`src/rtl/ro_heater_receiver_if.sv`:
```
// ro_heater_receiver_if: strobe/sensor inputs and decoded-word outputs of the RO-heater receiver.
//  master: drives rx_enable, rx_strobe, sensor_valid, sensor_count, sensor_threshold, rx_data_len;
//          observes rx_data, rx_valid, rx_busy, rx_err_count, rx_debug
//  slave : the receiver side (directions mirrored)
interface ro_heater_receiver_if #(
  parameter int MAX_BIT_SIZE = 256,
  parameter int COUNT_W      = 32
);
  localparam int LW = $clog2(MAX_BIT_SIZE) + 1;
  logic                    rx_enable;
  logic                    rx_strobe;
  logic                    sensor_valid;
  logic [COUNT_W-1:0]      sensor_count;
  logic [COUNT_W-1:0]      sensor_threshold;
  logic [LW-1:0]           rx_data_len;
  logic [MAX_BIT_SIZE-1:0] rx_data;
  logic                    rx_valid;
  logic                    rx_busy;
  logic [31:0]             rx_err_count;
  logic [31:0]             rx_debug;
  modport master (
    output rx_enable, rx_strobe, sensor_valid, sensor_count, sensor_threshold, rx_data_len,
    input  rx_data, rx_valid, rx_busy, rx_err_count, rx_debug
  );
  modport slave (
    input  rx_enable, rx_strobe, sensor_valid, sensor_count, sensor_threshold, rx_data_len,
    output rx_data, rx_valid, rx_busy, rx_err_count, rx_debug
  );
endinterface

```
`src/rtl/ro_heater_receiver.sv`:
```
// ro_heater_receiver: votes RO-sensor samples per half-bit window and Manchester-decodes them MSB-first.
//  ro_clk : clock, all logic on posedge
//  rst    : synchronous active-low reset
//  bus    : ro_heater_receiver_if.slave (strobe, sensor samples, frame length in; decoded word and status out)
module ro_heater_receiver #(
  parameter int MAX_BIT_SIZE = 256,
  parameter int COUNT_W      = 32,
  parameter int VOTE_W       = 16
) (
  input logic                 ro_clk,
  input logic                 rst,
  ro_heater_receiver_if.slave bus
);
  localparam int LW = $clog2(MAX_BIT_SIZE) + 1;
  localparam logic [LW-1:0] MAXL = LW'(MAX_BIT_SIZE);
  typedef enum logic [2:0] {IDLE, SAMP1, GAP1, SAMP2, GAP2, DONE, TAIL} state_t;
  state_t                  state_q, state_d;
  logic [LW-1:0]           len_q, len_d, idx_q, idx_d;
  logic [MAX_BIT_SIZE-1:0] shift_q, shift_d, data_q, data_d;
  logic [VOTE_W-1:0]       hot_q, hot_d, cold_q, cold_d, hot_n, cold_n;
  logic [31:0]             err_q, err_d;
  logic [COUNT_W-1:0]      cnt_s, thr_s;
  logic                    h1_q, h1_d, valid_q, valid_d, samp, hot_s, half;
  assign cnt_s = bus.sensor_count;
  assign thr_s = bus.sensor_threshold;
  always_comb begin
    samp    = state_q == SAMP1 || state_q == SAMP2;
    hot_s   = cnt_s < thr_s;
    // votes include a sample coincident with the closing strobe, so resolve on the incremented values
    hot_n   = (samp && bus.sensor_valid && hot_s && ~&hot_q) ? hot_q + 1'b1 : hot_q;
    cold_n  = (samp && bus.sensor_valid && !hot_s && ~&cold_q) ? cold_q + 1'b1 : cold_q;
    half    = hot_n > cold_n;
    state_d = state_q;
    len_d   = len_q;
    idx_d   = idx_q;
    shift_d = shift_q;
    data_d  = data_q;
    hot_d   = hot_n;
    cold_d  = cold_n;
    h1_d    = h1_q;
    valid_d = 1'b0;
    err_d   = err_q;
    if (!bus.rx_enable) begin
      state_d = IDLE;
      idx_d   = '0;
      shift_d = '0;
      hot_d   = '0;
      cold_d  = '0;
    end else begin
      case (state_q)
        IDLE: if (bus.rx_strobe) begin
          len_d   = (bus.rx_data_len > MAXL) ? MAXL : bus.rx_data_len;
          idx_d   = '0;
          shift_d = '0;
          hot_d   = '0;
          cold_d  = '0;
          state_d = (len_d == '0) ? DONE : SAMP1;
        end
        SAMP1: if (bus.rx_strobe) begin
          h1_d    = half;
          hot_d   = '0;
          cold_d  = '0;
          state_d = GAP1;
        end
        GAP1: if (bus.rx_strobe) state_d = SAMP2;
        SAMP2: if (bus.rx_strobe) begin
          shift_d = {shift_q[MAX_BIT_SIZE-2:0], h1_q & ~half};
          err_d   = (h1_q == half && ~&err_q) ? err_q + 1'b1 : err_q;
          idx_d   = idx_q + 1'b1;
          hot_d   = '0;
          cold_d  = '0;
          state_d = (idx_d == len_q) ? DONE : GAP2;
        end
        GAP2: if (bus.rx_strobe) state_d = SAMP1;
        DONE: begin
          valid_d = 1'b1;
          data_d  = shift_q;
          state_d = TAIL;
        end
        TAIL: if (bus.rx_strobe) state_d = IDLE;
        default: state_d = IDLE;
      endcase
    end
  end
  always_ff @(posedge ro_clk) begin
    if (!rst) begin
      state_q <= IDLE;
      len_q   <= '0;
      idx_q   <= '0;
      shift_q <= '0;
      data_q  <= '0;
      hot_q   <= '0;
      cold_q  <= '0;
      h1_q    <= 1'b0;
      valid_q <= 1'b0;
      err_q   <= '0;
    end else begin
      state_q <= state_d;
      len_q   <= len_d;
      idx_q   <= idx_d;
      shift_q <= shift_d;
      data_q  <= data_d;
      hot_q   <= hot_d;
      cold_q  <= cold_d;
      h1_q    <= h1_d;
      valid_q <= valid_d;
      err_q   <= err_d;
    end
  end
  assign bus.rx_data      = data_q;
  assign bus.rx_valid     = valid_q;
  assign bus.rx_busy      = state_q != IDLE;
  assign bus.rx_err_count = err_q;
  assign bus.rx_debug     = {state_q, 13'b0, 16'(idx_q)};
endmodule

```
`src/flat_wrapper.sv`:
```
// flat-port wrapper written by rule: the top's interface ports become plain ports
module ro_heater_receiver_flat 
#(
  parameter int MAX_BIT_SIZE = 256,
  parameter int COUNT_W      = 32,
  parameter int VOTE_W       = 16
)
  (ro_clk, rst, bus_rx_enable, bus_rx_strobe, bus_sensor_valid, bus_sensor_count, bus_sensor_threshold, bus_rx_data_len, bus_rx_data, bus_rx_valid, bus_rx_busy, bus_rx_err_count, bus_rx_debug);
  ro_heater_receiver_if #(.MAX_BIT_SIZE(MAX_BIT_SIZE), .COUNT_W(COUNT_W)) bus_i ();
  input logic ro_clk;
  input logic rst;
  input wire logic [$bits(bus_i.rx_enable)-1:0] bus_rx_enable;
  input wire logic [$bits(bus_i.rx_strobe)-1:0] bus_rx_strobe;
  input wire logic [$bits(bus_i.sensor_valid)-1:0] bus_sensor_valid;
  input wire logic [$bits(bus_i.sensor_count)-1:0] bus_sensor_count;
  input wire logic [$bits(bus_i.sensor_threshold)-1:0] bus_sensor_threshold;
  input wire logic [$bits(bus_i.rx_data_len)-1:0] bus_rx_data_len;
  output wire logic [$bits(bus_i.rx_data)-1:0] bus_rx_data;
  output wire logic [$bits(bus_i.rx_valid)-1:0] bus_rx_valid;
  output wire logic [$bits(bus_i.rx_busy)-1:0] bus_rx_busy;
  output wire logic [$bits(bus_i.rx_err_count)-1:0] bus_rx_err_count;
  output wire logic [$bits(bus_i.rx_debug)-1:0] bus_rx_debug;
  assign bus_i.rx_enable = bus_rx_enable;
  assign bus_i.rx_strobe = bus_rx_strobe;
  assign bus_i.sensor_valid = bus_sensor_valid;
  assign bus_i.sensor_count = bus_sensor_count;
  assign bus_i.sensor_threshold = bus_sensor_threshold;
  assign bus_i.rx_data_len = bus_rx_data_len;
  assign bus_rx_data = bus_i.rx_data;
  assign bus_rx_valid = bus_i.rx_valid;
  assign bus_rx_busy = bus_i.rx_busy;
  assign bus_rx_err_count = bus_i.rx_err_count;
  assign bus_rx_debug = bus_i.rx_debug;
  ro_heater_receiver #(.MAX_BIT_SIZE(MAX_BIT_SIZE), .COUNT_W(COUNT_W), .VOTE_W(VOTE_W)) u_core (.ro_clk(ro_clk), .rst(rst), .bus(bus_i));
endmodule
```
`config.mk`:
```
export PLATFORM = sky130hd
export DESIGN_NAME = ro_heater_receiver_flat
export DESIGN_NICKNAME = d
export VERILOG_FILES = /design/src/rtl/ro_heater_receiver_if.sv /design/src/rtl/ro_heater_receiver.sv /design/src/flat_wrapper.sv
export SDC_FILE = /design/constraint.sdc
export NUM_CORES = 1
export LEC_CHECK = 0
export CORE_MARGIN = 2
export CORE_UTILIZATION = 35
export CTS_CLUSTER_DIAMETER = 40
export DETAILED_ROUTE_END_ITERATION = 6
export PLACE_DENSITY = 0.61
export RECOVER_POWER = 25
export SYNTH_ARGS = -nofsm -noshare
export SYNTH_HDL_FRONTEND = slang
export SYNTH_SLANG_ARGS = --single-unit
```
`constraint.sdc`:
```
create_clock -name ro_clk -period 9.2 [get_ports ro_clk]
set_clock_uncertainty 0.1 [all_clocks]
set_input_delay 1.84 -clock ro_clk [delete_from_list [all_inputs] [get_ports ro_clk]]
set_output_delay 1.84 -clock ro_clk [all_outputs]
set_load 0.02 [all_outputs]
```
# Word level (Yosys, flattened, before mapping)
# Cells that the tools add are included.
# totals
in_bits,78
register_bits,599
elab_cells,82
# op_classes
bitwise,2
eq_ne,14
mux,23
reduce_logical,26
magnitude_cmp,3
add_sub_neg,4
# op_table
operator,count
$mux 256,2
$pmux 256 s2,1
$mux 16,6
$add 16x1->16 const B,2
$add 32x1->32 const B,1
$lt 32x32->1,1
$reduce_and 16->1,2
$reduce_and 32->1,1
$mux 9,3
$mux 3,7
$pmux 3 s7,1
$pmux 9 s2,1
$gt 16x16->1,1
$ne 2x2->1 const B,6
$add 9x1->9 const B,1
$eq 3x3->1 const B,3
$eq 9x9->1,1
$gt 9x9->1 const B,1
$logic_not 9->1,1
$reduce_and 3->1,3
$eq 3x2->1 const B,2
$logic_and 1x1->1,6
$reduce_and 6->1,1
$logic_not 1->1,4
12 further kinds,14

# Depth between registers and ports, before layout
# logic_depth
word_depth,11
ltp_mapped,29
mapped_depth_nobuf,28

# Worst setup path before layout
# No wires, ideal clock.
# synth_timing
path_kind,input -> register
from,in bus_sensor_threshold[1]
to,"reg u_core.err_q[27], in the netlist u_core.bus.rx_err_count[27]"
required_ps,8985
arrival_ps,7107
n_path_buf,1
setup_time_ps,115
slack_ps,1878
stages,28
path_cell_list,inv_1 -> ha_1 -> a2111o_1 -> a32o_1 -> o31a_1 -> nor3_4 -> and4_1 -> buf_2 -> nand2_1 -> xnor2_1 -> ha_1 -> a21o_1 -> a21o_1 -> a21o_1 -> a21o_1 -> a211oi_1 -> o21ai_0 -> a31o_2 -> a2bb2oi_1 -> and2_1 -> ha_1 -> and3_1 -> o2111ai_2 -> nor4_2 -> nand3b_1 -> nor3_1 -> xor2_1 -> and2_1
# synth_via
elab_chain_len,9
# synth_rtl
element,line_no,text
"start, declared",flat_wrapper.sv:16,input wire logic [$bits(bus_i.sensor_threshold)-1:0] bus_sensor_threshold;
$lt 32x32->1 *,ro_heater_receiver.sv:28,hot_s = cnt_s < thr_s;
$logic_not 1->1,ro_heater_receiver.sv:31,cold_n = (samp && bus.sensor_valid && !hot_s && ~&cold_q) ? cold_q + 1'b1 : cold_q;
$logic_and 1x1->1 (2 in a row),ro_heater_receiver.sv:31,
$mux 16,ro_heater_receiver.sv:31,
$gt 16x16->1 *,ro_heater_receiver.sv:32,half = hot_n > cold_n;
$eq 1x1->1 *,ro_heater_receiver.sv:68,err_d = (h1_q == half && ~&err_q) ? err_q + 1'b1 : err_q;
$logic_and 1x1->1 *,ro_heater_receiver.sv:68,
$reduce_and 4->1 (no line) *,n/a,
"end signal, assigned",ro_heater_receiver.sv:107,err_q <= err_d;
"end, declared",ro_heater_receiver.sv:21,"logic [31:0] err_q, err_d;"
# Mark *: on every way between the ends. The rest lies on a longest branch, timed or not.
# A chain may end at the register's enable or synchronous reset.

# Final worst setup path
# layout_timing
from,in bus_sensor_threshold[31]
to,"reg u_core.err_q[25], in the netlist u_core.bus.rx_err_count[25]"
# The elaborated chain is that of the path after synthesis.

==> impl_metrics.ini <==
[run_status]
outcome = complete, but fails checks
violations = max-capacitance violations, max-slew violations

[clocking]
numCtsBuffers = 93
htree_num_levels = 3
clk_root_buffer_cell = sky130_fd_sc_hd__clkbuf_16
cts-root-to-sink-buffers = 3
cts_sinks = 599
ctsHoldBuffers = 0
worstSkewPairLatency_ns = 0.62
ctsResizeCount = 0
clk_pin_slew_worst_paths_ns = 0.05
tritoncts = yes
post-cts-setup-buffers = 0

[worst_hold_path]
hold_path_startpoint = u_core.bus.rx_data[169]
worst_hold_path_type = reg2reg

[placement]
dp_worst_setup_slack_ns = 0.773
dpl.cell_count = 3417
hpwl_um = 37100
placed_area_mm2 = 0.0268
port_buffers = 379
gp_congestion = 0.885

[setup_path]
worst-path-buf-inv = 3
setup_cp_type = in2reg
crit_top_cell = sky130_fd_sc_hd__a21o_1
cp-end-kind = flip-flop
timing.critical_path.max_delay_family = compound AO/OA/AOI/OAI gates
critical_path.startpoint_type = input port
worst-r2r-cell-count = 26
worst_r2r_dst = u_core.bus.rx_err_count[25]
r2r_start = u_core.hot_q[0]
worstPathArrival_ns = 8.36
crit_slowest_cell = sky130_fd_sc_hd__nor4_1
crit_path_end = u_core.bus.rx_err_count[25]
regToRegSetupSlack_ns = 3.15
worst-path-max-fanout = 8
worst-endpoint-required_ns = 9.65
setup.worst_path.start = bus_sensor_threshold[31]
max_stage_delay_ns = 0.54
path_depth = 27

[final_layout]
finish.cell_count_without_fillers = 3590
final_util_pct = 48.0
nNetsFinal = 2794
final_cell_area_mm2 = 0.0303
drive_above_1_share_pct = 7.03
final.fill_count = 5798
areaGrowthSynthToFinish_pct = 35.3
ff_latch_area_mm2 = 0.0120
diodes = 0
multi_input_combinational_cell_area_mm2 = 0.00963

[sta]
report.final.slew_viol_count = 49
post_route_worst_setup_slack_ns = 1.29
period_needed_ns = 7.91
final-setup-viol-count = 0
maximum_clock_frequency_ghz = 0.126
hold-worst-slack_ns = 0.357
setup_total_negative_slack_ns = 0
post-route-period-util_pct = 86.0
maxSlewHeadroom_pct = -20.4
worst-slew-pin-transition_ns = 1.81
grt_setup_unrepaired = no
hold_violations = 0

[logic_synthesis]
post_synth.cell_area_avg_um2 = 9.57
ys_seq_area_share_pct = 53.5
yosys-mux-area-fraction_pct = 0.184
synth-async-reset-ratio_pct = 0
ys_seq_elements = 599
adder_and_majority_gate_portion_of_the_synthesized_area_pct = 2.79
mappedNetlistArea_mm2 = 0.0224
yosys.area_share.xor_xnor_pct = 2.62
largest_family_of_logic_cells_by_synthesized_area = compound AO/OA/AOI/OAI gates
synth-compound-area-share_pct = 21.6
synth.distinct_cells = 60
synth.top_cell.area_share_pct = 53.5
yosys_warnings = 0
synth_simple_gate_area_share_pct = 15.2
synth_enable_flop_cells = 0
synth.area.top_cells = sky130_fd_sc_hd__dfxtp_1 53%, sky130_fd_sc_hd__a22o_1 10%, sky130_fd_sc_hd__nand2_1 9.3%, sky130_fd_sc_hd__a21boi_0 8.9%, sky130_fd_sc_hd__ha_1 2.8%
cell_accounting_for_the_most_synthesized_area = sky130_fd_sc_hd__dfxtp_1
synth_top_flop_cell = sky130_fd_sc_hd__dfxtp_1
netlist_instances = 2342

[floorplanning]
starting_utilization_of_the_core_area_pct = 35.5
std_cell_rows = 92
boundaryPins = 400
core_area_mm2 = 0.0632
die_height_um = 257
die_width_um = 257
dieArea_mm2 = 0.0661

[power]
cellPowerDensity_mw_per_mm2 = 220
cellLeakagePower_nw = 11.5
switching_power_mw = 1.44
total_power_mw = 6.66
power.internal_mw = 5.21
vdd.ir_drop.worst_uv = 148
p_sw_share_pct = 21.7
power.clock.fraction_pct = 58.7
seq_power_share_pct = 39.1
power_frac_comb_pct = 2.2

[route]
total_vias_in_the_final_route = 17800
firstDrtPassIters = 5
total_wire_length_after_detailed_routing_um = 58500
drt_first_iter_violations = 928
routedWlPerCell_um = 16.3
detail-route-antenna-nets = 0
post_drt_via_cell_ratio = 4.97
drc = 0

[global_route]
antenna_found_initial = 0
grt_overflow = 0
grt_max_degree = 210
via_count_of_the_first_global_routing_pass = 17500
first_pass_grt_wire_length_um = 94500
gr-usage-all-layers_pct = 17.3

[flow_run]
drv.max_cap_violation_count = 1
-- layout make-up --
cell class | count | share of cell area [%]
Sequential cell | 599 | 39.5
Clock buffer | 109 | 8.20
Clock inverter | 64 | 3.58
Timing Repair Buffer | 390 | 13.0
Tap cell | 846 | 3.49
Multi-Input combinational cell | 1542 | 31.7
Inverter | 40 | 0.495
-- synth_stat cells, drive strengths merged, types with 3 or more instances --
cell type  number
a22oi           5
xor2           25
a21o            6
o21a            4
inv            40
mux2i           3
nand4          26
clkbuf        147
nor3            6
and2           28
and4            8
a22o          257
and3           12
dfxtp         599
or3            12
a2bb2oi         3
xnor2          42
ha             50
nor2           46
buf            33
a21oi          32
o21ai          24
nor3b           9
nor2b          30
nand2         556
nor4            4
or4             5
nand3          33
nand2b          4
a21boi        265
-- cell families (layout without fill, tap and decap cells) --
group                      count (synthesis)  in the layout
other                                      1             20
AOI/OAI and AO/OA                        618            618
xor gates and xnor gates                  67             67
DFF                                      599            599
buffers and inverters                    220            603
muxes                                      4              4
and+or+nand+nor                          783            783
adders and majority gates                 50             50
-- worst reg2reg max path: stages (launching register included) --
cell and delay (ns):
sky130_fd_sc_hd__dfxtp_1 0.33, sky130_fd_sc_hd__ha_1 0.24, sky130_fd_sc_hd__and4_1 0.29, sky130_fd_sc_hd__nand2_1 0.14, sky130_fd_sc_hd__o21ai_0 0.16, sky130_fd_sc_hd__nor3_4 0.18
sky130_fd_sc_hd__buf_4 0.19, sky130_fd_sc_hd__and4_1 0.35, sky130_fd_sc_hd__nand2_1 0.10, sky130_fd_sc_hd__xnor2_1 0.19, sky130_fd_sc_hd__ha_1 0.27, sky130_fd_sc_hd__a21o_1 0.16
sky130_fd_sc_hd__a21o_1 0.18, sky130_fd_sc_hd__a21o_1 0.17, sky130_fd_sc_hd__a21o_1 0.17, sky130_fd_sc_hd__a211oi_1 0.22, sky130_fd_sc_hd__o21ai_0 0.14, sky130_fd_sc_hd__a31o_2 0.24
sky130_fd_sc_hd__a2bb2oi_1 0.17, sky130_fd_sc_hd__and2_1 0.16, sky130_fd_sc_hd__ha_1 0.12, sky130_fd_sc_hd__and3_1 0.21, sky130_fd_sc_hd__o2111ai_2 0.25, sky130_fd_sc_hd__nor4_2 0.36
sky130_fd_sc_hd__nand3b_1 0.31, sky130_fd_sc_hd__or3_1 0.39, sky130_fd_sc_hd__a21boi_0 0.18
-- cell usage in the layout (no fill, tap or decap), types with 4 or more instances in the layout --
master	synthesis	final
sky130_fd_sc_hd__o21a_1	4	4
sky130_fd_sc_hd__clkbuf_16	0	93
sky130_fd_sc_hd__a22oi_1	5	5
sky130_fd_sc_hd__buf_12	0	4
sky130_fd_sc_hd__a21boi_0	265	265
sky130_fd_sc_hd__o21ai_0	23	23
sky130_fd_sc_hd__xnor2_1	42	42
sky130_fd_sc_hd__dfxtp_1	599	599
sky130_fd_sc_hd__dlygate4sd3_1	0	160
sky130_fd_sc_hd__clkinv_16	0	4
sky130_fd_sc_hd__ha_1	50	50
sky130_fd_sc_hd__clkbuf_8	0	10
sky130_fd_sc_hd__clkinv_4	0	12
sky130_fd_sc_hd__clkdlybuf4s50_1	0	218
sky130_fd_sc_hd__xor2_1	25	25
sky130_fd_sc_hd__clkinvlp_4	0	9
sky130_fd_sc_hd__nor3_1	5	5
sky130_fd_sc_hd__a21oi_1	32	32
sky130_fd_sc_hd__and4_1	7	7
sky130_fd_sc_hd__clkbuf_1	147	6
sky130_fd_sc_hd__and2_1	28	28
sky130_fd_sc_hd__inv_6	0	10
sky130_fd_sc_hd__nor3b_1	9	9
sky130_fd_sc_hd__conb_1	1	20
sky130_fd_sc_hd__nand4_1	26	26
sky130_fd_sc_hd__nand3_1	33	32
sky130_fd_sc_hd__buf_4	20	7
sky130_fd_sc_hd__nor2b_1	30	30
sky130_fd_sc_hd__and3_1	12	12
sky130_fd_sc_hd__nand2_1	556	556
sky130_fd_sc_hd__bufinv_16	0	20
sky130_fd_sc_hd__inv_1	40	40
sky130_fd_sc_hd__or3_1	12	12
sky130_fd_sc_hd__a21o_1	5	5
sky130_fd_sc_hd__or4_1	4	4
sky130_fd_sc_hd__a22o_1	257	257
sky130_fd_sc_hd__nor2_1	46	44
-- sequential cells by signal (all words and copies together), names as in the netlist --
name and flops:
u_core.cold_q 16, u_core.idx_q 9, u_core.bus.rx_err_count 32, u_core.bus.rx_valid 1, u_core.h1_q 1, u_core.shift_q 256
u_core.len_q 9, u_core.hot_q 16, u_core.bus.rx_data 256, u_core.state_q 3
-- worst min-delay path by stage --
stage	end	slack, ns	depth (start not counted)
6_report	u_core.bus.rx_data[169]	0.36	2
5_1_grt	u_core.bus.rx_data[169]	0.38	2
4_1_cts	u_core.bus.rx_data[176]	0.36	2
3_5_place_dp	u_core.bus.rx_data[123]	0.36	2
3_3_place_gp	u_core.bus.rx_data[169]	0.35	2
2_1_floorplan	u_core.bus.rx_data[255]	0.34	2
-- power groups by stage --
stage	Clock [mW]	Sequential (mW)	Combinational, mW
finish	3.91	2.60	0.150
global route	4.11	2.60	0.164
CTS	3.99	2.60	0.151
detailed placement	0	2.65	0.150
global placement	0	2.65	0.147
floorplan	0	2.65	0.0957
-- routing by layer --
layer	global-route usage (%)	routed length (µm)	up-vias
li1	-	-	8723
met1	22.5	26700	8545
met5	0	0	-
met4	5.73	1340	0
met2	27.0	25900	478
met3	5.62	4610	103
No activity file was read; power rests on OpenSTA's default activity.
